<file path="config.mk">
export PLATFORM = sky130hd
export DESIGN_NAME = rca_nibble_seq
export DESIGN_NICKNAME = d
export VERILOG_FILES = /design/src/rtl/rca_seq_pkg.sv /design/src/rtl/rca_nibble_slice.sv /design/src/rtl/rca_nibble_seq.sv
export SDC_FILE = /design/constraint.sdc
export NUM_CORES = 1
export LEC_CHECK = 0
export CORE_AREA = 2 2 81 83
export CTS_CLUSTER_SIZE = 12
export DETAILED_ROUTE_END_ITERATION = 8
export DIE_AREA = 0 0 83 85
export PLACE_DENSITY = 0.82
export RECOVER_POWER = 50
export SLEW_MARGIN = 15
export SYNTH_ARGS = -nofsm -noshare
export SYNTH_HDL_FRONTEND = slang
export SYNTH_SLANG_ARGS = --single-unit
</file>
<file path="constraint.sdc">
create_clock -name clk -period 4.3 [get_ports clk]
set_input_delay 0.43 -clock clk [delete_from_list [all_inputs] [get_ports clk]]
set_output_delay 0.43 -clock clk [all_outputs]
set_load 0.02 [all_outputs]
</file>
<file path="src/rtl/rca_seq_pkg.sv">
// ---------------------------------------------------------------------------
// rca_seq_pkg
// Shared definitions for the nibble-serial ripple-carry add sequencer.
//   NIB_W      : width of one adder-stage slice (4 bits)
//   state_t    : sequencer FSM states (IDLE, RUN, DONE)
//   nib_count  : number of nibbles in a word of the given width
// ---------------------------------------------------------------------------
package rca_seq_pkg;

   localparam int NIB_W = 4;

   typedef enum logic [1:0] {
      IDLE = 2'd0,
      RUN  = 2'd1,
      DONE = 2'd2
   } state_t;

   function automatic int nib_count(input int width);
      return width / NIB_W;
   endfunction

endpackage

</file>
<file path="src/rtl/rca_nibble_slice.sv">
// ---------------------------------------------------------------------------
// rca_nibble_slice
// Pure combinational helper for the sequencer: selects the current operand
// nibbles for the external adder stage and builds the next value of the
// result register with the adder's sum written into the current nibble.
// Ports:
//   a_reg, b_reg  in  WIDTH   latched operands
//   sum_reg       in  WIDTH   partial result assembled so far
//   idx           in  IDX_W   nibble currently being processed
//   nib_s         in  4       sum returned by the adder stage
//   a_nib, b_nib  out 4       operand nibbles selected by idx
//   sum_next      out WIDTH   sum_reg with nibble idx replaced by nib_s
// ---------------------------------------------------------------------------
module rca_nibble_slice
   import rca_seq_pkg::*;
#(
   parameter int WIDTH = 16,
   parameter int IDX_W = 2
) (
   input  logic [WIDTH-1:0] a_reg,
   input  logic [WIDTH-1:0] b_reg,
   input  logic [WIDTH-1:0] sum_reg,
   input  logic [IDX_W-1:0] idx,
   input  logic [NIB_W-1:0] nib_s,
   output logic [NIB_W-1:0] a_nib,
   output logic [NIB_W-1:0] b_nib,
   output logic [WIDTH-1:0] sum_next
);

   // Operand selection: idx never exceeds the last nibble, so the indexed
   // part-select always stays inside the word.
   always_comb begin
      a_nib = a_reg[idx*NIB_W +: NIB_W];
      b_nib = b_reg[idx*NIB_W +: NIB_W];
   end

   // Result merge: every other nibble keeps its previously captured value.
   always_comb begin
      sum_next = sum_reg;
      sum_next[idx*NIB_W +: NIB_W] = nib_s;
   end

endmodule

</file>
<file path="src/rtl/rca_nibble_seq.sv">
// ---------------------------------------------------------------------------
// rca_nibble_seq
// Performs WIDTH-bit additions one nibble per cycle through an external
// 4-bit ripple-carry adder stage. Operands are accepted with in_valid /
// in_ready, sliced LSB-first onto add_a/add_b/add_ci, the stage's add_s /
// add_co are captured every RUN cycle, and the assembled result is held on
// out_sum/out_co behind out_valid / out_ready.
// Ports:
//   clk, rst             clock and synchronous active-high reset
//   in_valid, in_ready   operand handshake
//   in_a, in_b, in_ci    operands and wide carry-in
//   add_a, add_b, add_ci drive to the adder stage (zero outside RUN)
//   add_s, add_co        combinational response of the adder stage
//   out_valid, out_ready result handshake
//   out_sum, out_co      result (modulo 2^WIDTH) and final carry-out
//   out_ovf              signed overflow (only with RCA_NIBBLE_SEQ_OVF_EN)
// Optional feature macro: RCA_NIBBLE_SEQ_OVF_EN
// WIDTH must be a multiple of 4 and at least 4.
// ---------------------------------------------------------------------------
module rca_nibble_seq
   import rca_seq_pkg::*;
#(
   parameter int WIDTH = 16
) (
   input  logic             clk,
   input  logic             rst,
   input  logic             in_valid,
   output logic             in_ready,
   input  logic [WIDTH-1:0] in_a,
   input  logic [WIDTH-1:0] in_b,
   input  logic             in_ci,
   output logic [3:0]       add_a,
   output logic [3:0]       add_b,
   output logic             add_ci,
   input  logic [3:0]       add_s,
   input  logic             add_co,
   output logic             out_valid,
   input  logic             out_ready,
   output logic [WIDTH-1:0] out_sum,
   output logic             out_co
`ifdef RCA_NIBBLE_SEQ_OVF_EN
   ,
   output logic             out_ovf
`endif
);

   localparam int NIBBLES = nib_count(WIDTH);
   localparam int IDX_W   = (NIBBLES > 1) ? $clog2(NIBBLES) : 1;
   localparam logic [IDX_W-1:0] LAST_IDX = IDX_W'(NIBBLES - 1);

   state_t           state;
   logic [IDX_W-1:0] idx;
   logic             carry;
   logic [WIDTH-1:0] a_reg;
   logic [WIDTH-1:0] b_reg;
   logic [WIDTH-1:0] sum_reg;

   logic [NIB_W-1:0] a_nib;
   logic [NIB_W-1:0] b_nib;
   logic [WIDTH-1:0] sum_next;

   rca_nibble_slice #(
      .WIDTH (WIDTH),
      .IDX_W (IDX_W)
   ) u_slice (
      .a_reg    (a_reg),
      .b_reg    (b_reg),
      .sum_reg  (sum_reg),
      .idx      (idx),
      .nib_s    (add_s),
      .a_nib    (a_nib),
      .b_nib    (b_nib),
      .sum_next (sum_next)
   );

   // The adder stage is combinational, so its inputs come straight from
   // registered state; outside RUN they are held at zero to keep it quiet.
   always_comb begin
      add_a  = '0;
      add_b  = '0;
      add_ci = 1'b0;
      if (state == RUN) begin
         add_a  = a_nib;
         add_b  = b_nib;
         add_ci = carry;
      end
   end

   // Main sequencer. The result outputs are loaded on the same edge that
   // captures the last nibble (using sum_next, not sum_reg), so out_valid
   // rises exactly NIBBLES edges after acceptance and out_* then hold
   // untouched until the consumer takes them.
   always_ff @(posedge clk) begin
      if (rst) begin
         state     <= IDLE;
         idx       <= '0;
         carry     <= 1'b0;
         a_reg     <= '0;
         b_reg     <= '0;
         sum_reg   <= '0;
         in_ready  <= 1'b1;
         out_valid <= 1'b0;
         out_sum   <= '0;
         out_co    <= 1'b0;
`ifdef RCA_NIBBLE_SEQ_OVF_EN
         out_ovf   <= 1'b0;
`endif
      end else begin
         case (state)
            IDLE: begin
               if (in_valid) begin
                  a_reg    <= in_a;
                  b_reg    <= in_b;
                  carry    <= in_ci;
                  idx      <= '0;
                  sum_reg  <= '0;
                  in_ready <= 1'b0;
                  state    <= RUN;
               end
            end
            RUN: begin
               sum_reg <= sum_next;
               carry   <= add_co;
               if (idx == LAST_IDX) begin
                  out_valid <= 1'b1;
                  out_sum   <= sum_next;
                  out_co    <= add_co;
`ifdef RCA_NIBBLE_SEQ_OVF_EN
                  out_ovf   <= (a_reg[WIDTH-1] == b_reg[WIDTH-1]) &&
                               (sum_next[WIDTH-1] != a_reg[WIDTH-1]);
`endif
                  state     <= DONE;
               end else begin
                  idx <= idx + 1'b1;
               end
            end
            DONE: begin
               if (out_ready) begin
                  out_valid <= 1'b0;
                  in_ready  <= 1'b1;
                  state     <= IDLE;
               end
            end
            default: begin
               state <= IDLE;
            end
         endcase
      end
   end

endmodule

</file>
==> results.yml, run 1 <==
job:
  drv_cap: 0
logic_synthesis:
  synth-simple-area-share_pct: 22.6
  synth_top_area_share_pct: 44.5
  synth-compound-area-share_pct: 18.0
  synthMuxAreaShare_pct: 7.07
  synth_most_common_cell: "dfxtp_1"
  synth_seq_cells: 72
  synth_fa_ha_area_share_pct: 2.32
  synth_ff_type: "dfxtp_1"
  synth_enable_flop_cells: 0
  synthTopCellsByArea: "dfxtp_1 (45%), nand2_1 (8.0%), a21oi_1 (6.3%)"
  ys_top_cells_by_count: "dfxtp_1 (72), nand2_1 (69), a21oi_1 (41), nor2_1 (21), nor2b_1 (17)"
  synthArstFlopShare_pct: 0
  synth_top_family_by_area: "simple AND/OR/NAND/NOR gates"
  synth_xor_area_share_pct: 0
  synthCells: 352
  synth.cell_area_mm2: 0.00324
  yosysTopAreaCell: "dfxtp_1"
  synth.avg_cell_area_um2: 9.20
  yosys_warnings: 0
  synth.distinct_cells: 42
  syn_nets: 400
  synth-seq-area-share_pct: 44.5
finish:
  area_growth_pct: 27.4
  drive_gt1_share_pct: 9.44
  fin_area_mm2: 0.00412
  n_antenna_cell: 0
  nets: 456
setup_path:
  start_kind: "register"
  endpoint_kind: "primary output"
  arrival_ns: 2.57
  crit_type: "register to primary output"
  crit_fanout: 17
  cp.required_ns: 3.87
  r2r_cells: 4
drt:
  drt_iter0_drc: 131
  viasPerCell: 5.51
  drcViolationCount: 0
  final_antenna_net_count: 0
  wl_um: 7100
  wl_per_cell_um: 14.5
  route.vias.total: 2699
  dr.pass1.iters: 4
timing:
  setup_tns_ns: 0
  hold_viol: 0
  tightest_slew_ns: 1.09
  min_period_ns: 3.00
  fin_crit_sh_pct: 69.7
  fin_hold_ws_ns: 0.453
  setup_viol: 0
  maxSlewViolCount: 0
  timing.fmax_mhz: 334
  slew_headroom_pct: 27.3
  rsz0062_at_grt: "false"
  finClkSkew_ns: 0.00770
cts:
  cts_tree: "yes"
  cts_buffers: 9
  cts.sink_count: 72
  cts_max_level: 3
  cts_setup_buffers: 0
  cts_resized: 0
  clock_latency_ns: 0.35
  clk_pin_slew_ns: 0.07
  cts.hold.buffers_added: 0
  cts_root_buf: "clkbuf_8"
  cts_buffer_depth: 2
grt:
  grt-ovfl-total: 0
  antenna_found_initial: 0
  track_usage_pct: 21.6
  grt_pass1_wl_um: 12400
  grt_pass1_vias: 2682
  grt_max_degree: 37
power_and_ir_drop:
  vdd_drop_max_mv: 0.219
  p_per_area_mw_per_mm2: 367
  leakagePower_nw: 1.55
  p_total_mw: 1.52
floorplan:
  die_area_mm2: 0.00706
  num_io_pins: 70
  rows: 29
  coreArea_mm2: 0.00620
  die_x_um: 83
  die_h_um: 85
  initial_core_util_pct: 52.2
hold_path:
  hold_path.class: "register to register"
  holdPathStages: 2
status:
  outcome: "completed"
place:
  port_buffers: 69
  gp_congestion: 0.765
  dpl_cell_area_mm2: 0.00389
  hpwl_um: 4960
-- worst paths after layout --
kind	startpoint	end	slack, ns
hold reg to reg	a_reg[3]$_SDFFE_PP0P_	a_reg[3]$_SDFFE_PP0P_	0.45
hold / removal	a_reg[3]$_SDFFE_PP0P_	a_reg[3]$_SDFFE_PP0P_	0.45
setup / recovery	idx[0]$_SDFFE_PP0P_	add_a[3]	1.30
setup reg to reg	idx[0]$_SDFFE_PP0P_	out_sum[6]$_SDFFE_PP0P_	1.69
-- cell type report --
type	count	area, µm²
clock inverter	6	108
timing repair buffer	72	708
multi-input combinational	248	1620
inverter	5	18.8
tap	77	96.3
clock buffer	10	128
fill	517	2080
sequential	72	1440
-- per-layer routing --
layer / GRT usage, % / wire length, µm / vias up
met4: 7.45 / 100 / 0
met2: 36.9 / 3500 / 81
li1: - / - / 1347
met3: 5.25 / 370 / 9
met5: 0 / 0 / -
met1: 26.9 / 3130 / 1262
-- report_power, final --
part,switching [mW],internal (mW)
Sequential,0.0171,0.691
Combinational,0.0891,0.0860
Clock,0.249,0.383
Total,0.355,1.16
-- kinds of logic after synthesis --
logic type,count (synthesis)
simple gates,146
compound gates,84
buf+inv,32
mux,12
fa+ha+maj,6
flops,72
-- cell usage in the layout, fill, tap and decap left out, drive strengths merged, types with 2 or more instances in the layout --
cell type      instances
buf                    4
nor2b                 17
nand4                  4
a211oi                 3
mux4                   8
clkdlybuf4s50         48
inv                    5
bufinv                 3
nand2                 69
dlygate4sd3           20
a31oi                  5
and3                   3
nor3b                  6
a221oi                 4
a21oi                 41
nand2b                 7
ha                     6
nand3                  4
and2                   2
clkinv                 2
nor3                   8
a22o                  16
clkbuf                10
dfxtp                 72
a311oi                 9
nor2                  21
mux2                   4
-- per-stage QoR --
stage	instances	utilization [%]	setup slack (ns)
2_1_floorplan	352	-	2.26
3_3_place_gp	474	62.7	1.64
3_5_place_dp	474	62.7	1.64
4_1_cts	490	66.5	1.26
5_1_grt	490	66.5	1.12
6_report	490	66.5	1.30
-- critical path, stage by stage, from the launching register on --
cell	delay, ns
dfxtp_1	0.87
mux4_1	0.63
nor2b_1	0.15
clkdlybuf4s50_1	0.57
(Power assumes the default switching activity.)
==> run 2, diff against run 1 <==
CORE_AREA = 2 2 84 86   (was 2 2 81 83)
DIE_AREA = 0 0 86 88   (was 0 0 83 85)
PLACE_DENSITY = 0.77   (was 0.82)
clock period = 2.85 ns   (was 4.3 ns; I/O delays follow)
==> results.yml, run 2 (same netlist as run 1, synthesis figures left out) <==
power_and_ir_drop:
  leakagePower_nw: 1.55
  p_per_area_mw_per_mm2: 513
  vdd_drop_max_mv: 0.266
drt:
  dr.pass1.iters: 4
  wl_per_cell_um: 14.5
  drt_iter0_drc: 121
  viasPerCell: 5.45
  final_antenna_net_count: 0
  drcViolationCount: 0
  route.vias.total: 2700
  wl_um: 7200
hold_path:
  min_from: "a_reg[3]$_SDFFE_PP0P_"
  hold_path.class: "register to register"
setup_path:
  endpoint_kind: "primary output"
  crit_type: "register to primary output"
  arrival_ns: 2.32
  crit_start: "idx[0]$_SDFFE_PP0P_"
  crit_fanout: 9
  reg2reg_to: "out_sum[3]$_SDFFE_PP0P_"
  cp.required_ns: 2.57
  rrSetupSlack_ns: 0.55
  start_kind: "register"
  r2r_cells: 6
  rr_startpoint: "idx[0]$_SDFFE_PP0P_"
  endpoint: "add_a[3]"
cts:
  clock_latency_ns: 0.35
  clk_pin_slew_ns: 0.07
  cts_tree: "yes"
  cts_buffers: 9
  cts_root_buf: "clkbuf_8"
  cts.hold.buffers_added: 0
  cts_max_level: 3
  cts_buffer_depth: 2
  cts.sink_count: 72
  cts_setup_buffers: 0
  cts_resized: 0
timing:
  setup_viol: 0
  min_period_ns: 2.60
  slew_headroom_pct: 26.9
  tightest_slew_ns: 1.10
  rsz0062_at_grt: "false"
  hold_viol: 0
  maxSlewViolCount: 0
  finClkSkew_ns: 0.00760
  fin_crit_sh_pct: 91.3
  timing.fmax_mhz: 384
  setup_tns_ns: 0
finish:
  drive_gt1_share_pct: 9.64
  most-common-layout-cells: "dfxtp_1 (72), nand2_1 (69), clkdlybuf4s50_1 (48)"
  fillers: 594
  final_common_cell: "dfxtp_1"
  post-route-util_pct: 61.9
  nets: 459
  area_growth_pct: 27.1
  n_antenna_cell: 0
grt:
  grt_max_degree: 41
  met1_usage_pct: 23.7
  met2_usage_pct: 33.9
  track_usage_pct: 20.0
  grt_pass1_vias: 2587
  busiest_layer: "met2"
  grt_pass1_wl_um: 11800
  antenna_found_initial: 0
  grt-ovfl-total: 0
  met3_usage_pct: 4.34
floorplan:
  coreArea_mm2: 0.00664
  die_area_mm2: 0.00757
  rows: 30
  initial_core_util_pct: 48.7
  die_h_um: 88
  die_x_um: 86
  num_io_pins: 70
status:
  outcome: "completed"
job:
  drv_cap: 0
place:
  gp_congestion: 0.877
  port_buffers: 69
  hpwl_um: 5040
## run 2: metal layers
metal	vias up	share of wire, %
li1	1361	-
met1	1249	44
met2	78	49
met3	12	5.4
met4	0	1.6
met5	-	0
## run 2: layout make-up
type / instances / area, µm² / area share [%]
multi-input cells: 248 / 1620 / 39.5
flip-flops and latches: 72 / 1440 / 35.0
inverters: 5 / 18.8 / 0.456
clock buffers: 12 / 145 / 3.53
well taps: 80 / 100 / 2.43
repair buffers: 75 / 743 / 18.1
clock inverters: 3 / 42.5 / 1.03
## run 2: per-stage QoR
stage	std cells	hold WS, ns	worst slack (ns)	area, µm²	total power [mW]
2_1_floorplan	352	0.421	0.812	3240	1.26
3_3_place_gp	480	0.439	0.595	3930	1.35
3_5_place_dp	480	0.447	0.556	3930	1.36
4_1_cts	495	0.458	0.204	4120	2.12
5_1_grt	495	0.477	0.126	4120	2.20
6_report	495	0.453	0.248	4120	2.11
## run 2: worst min path at each step
stage          cells after the start                endpoint  slack, ns
6_report                           2   a_reg[3]$_SDFFE_PP0P_       0.45
2_1_floorplan                      2   a_reg[0]$_SDFFE_PP0P_       0.42
3_5_place_dp                       2   a_reg[0]$_SDFFE_PP0P_       0.45
5_1_grt                            2  a_reg[12]$_SDFFE_PP0P_       0.48
4_1_cts                            2   b_reg[8]$_SDFFE_PP0P_       0.46
3_3_place_gp                       2  a_reg[11]$_SDFFE_PP0P_       0.44
## run 2: where the power goes
part           switching, mW  total, mW  leakage (nW)  internal, mW
Combinational          0.135      0.266         0.871         0.131
Sequential            0.0250       1.07         0.586          1.04
Clock                  0.356      0.779        0.0925         0.422
## run 2: worst max-delay path: stages, from the launching register on
cell and delay [ns]:
dfxtp_1 0.65, mux4_1 0.60, nor2b_1 0.16, clkdlybuf4s50_1 0.57
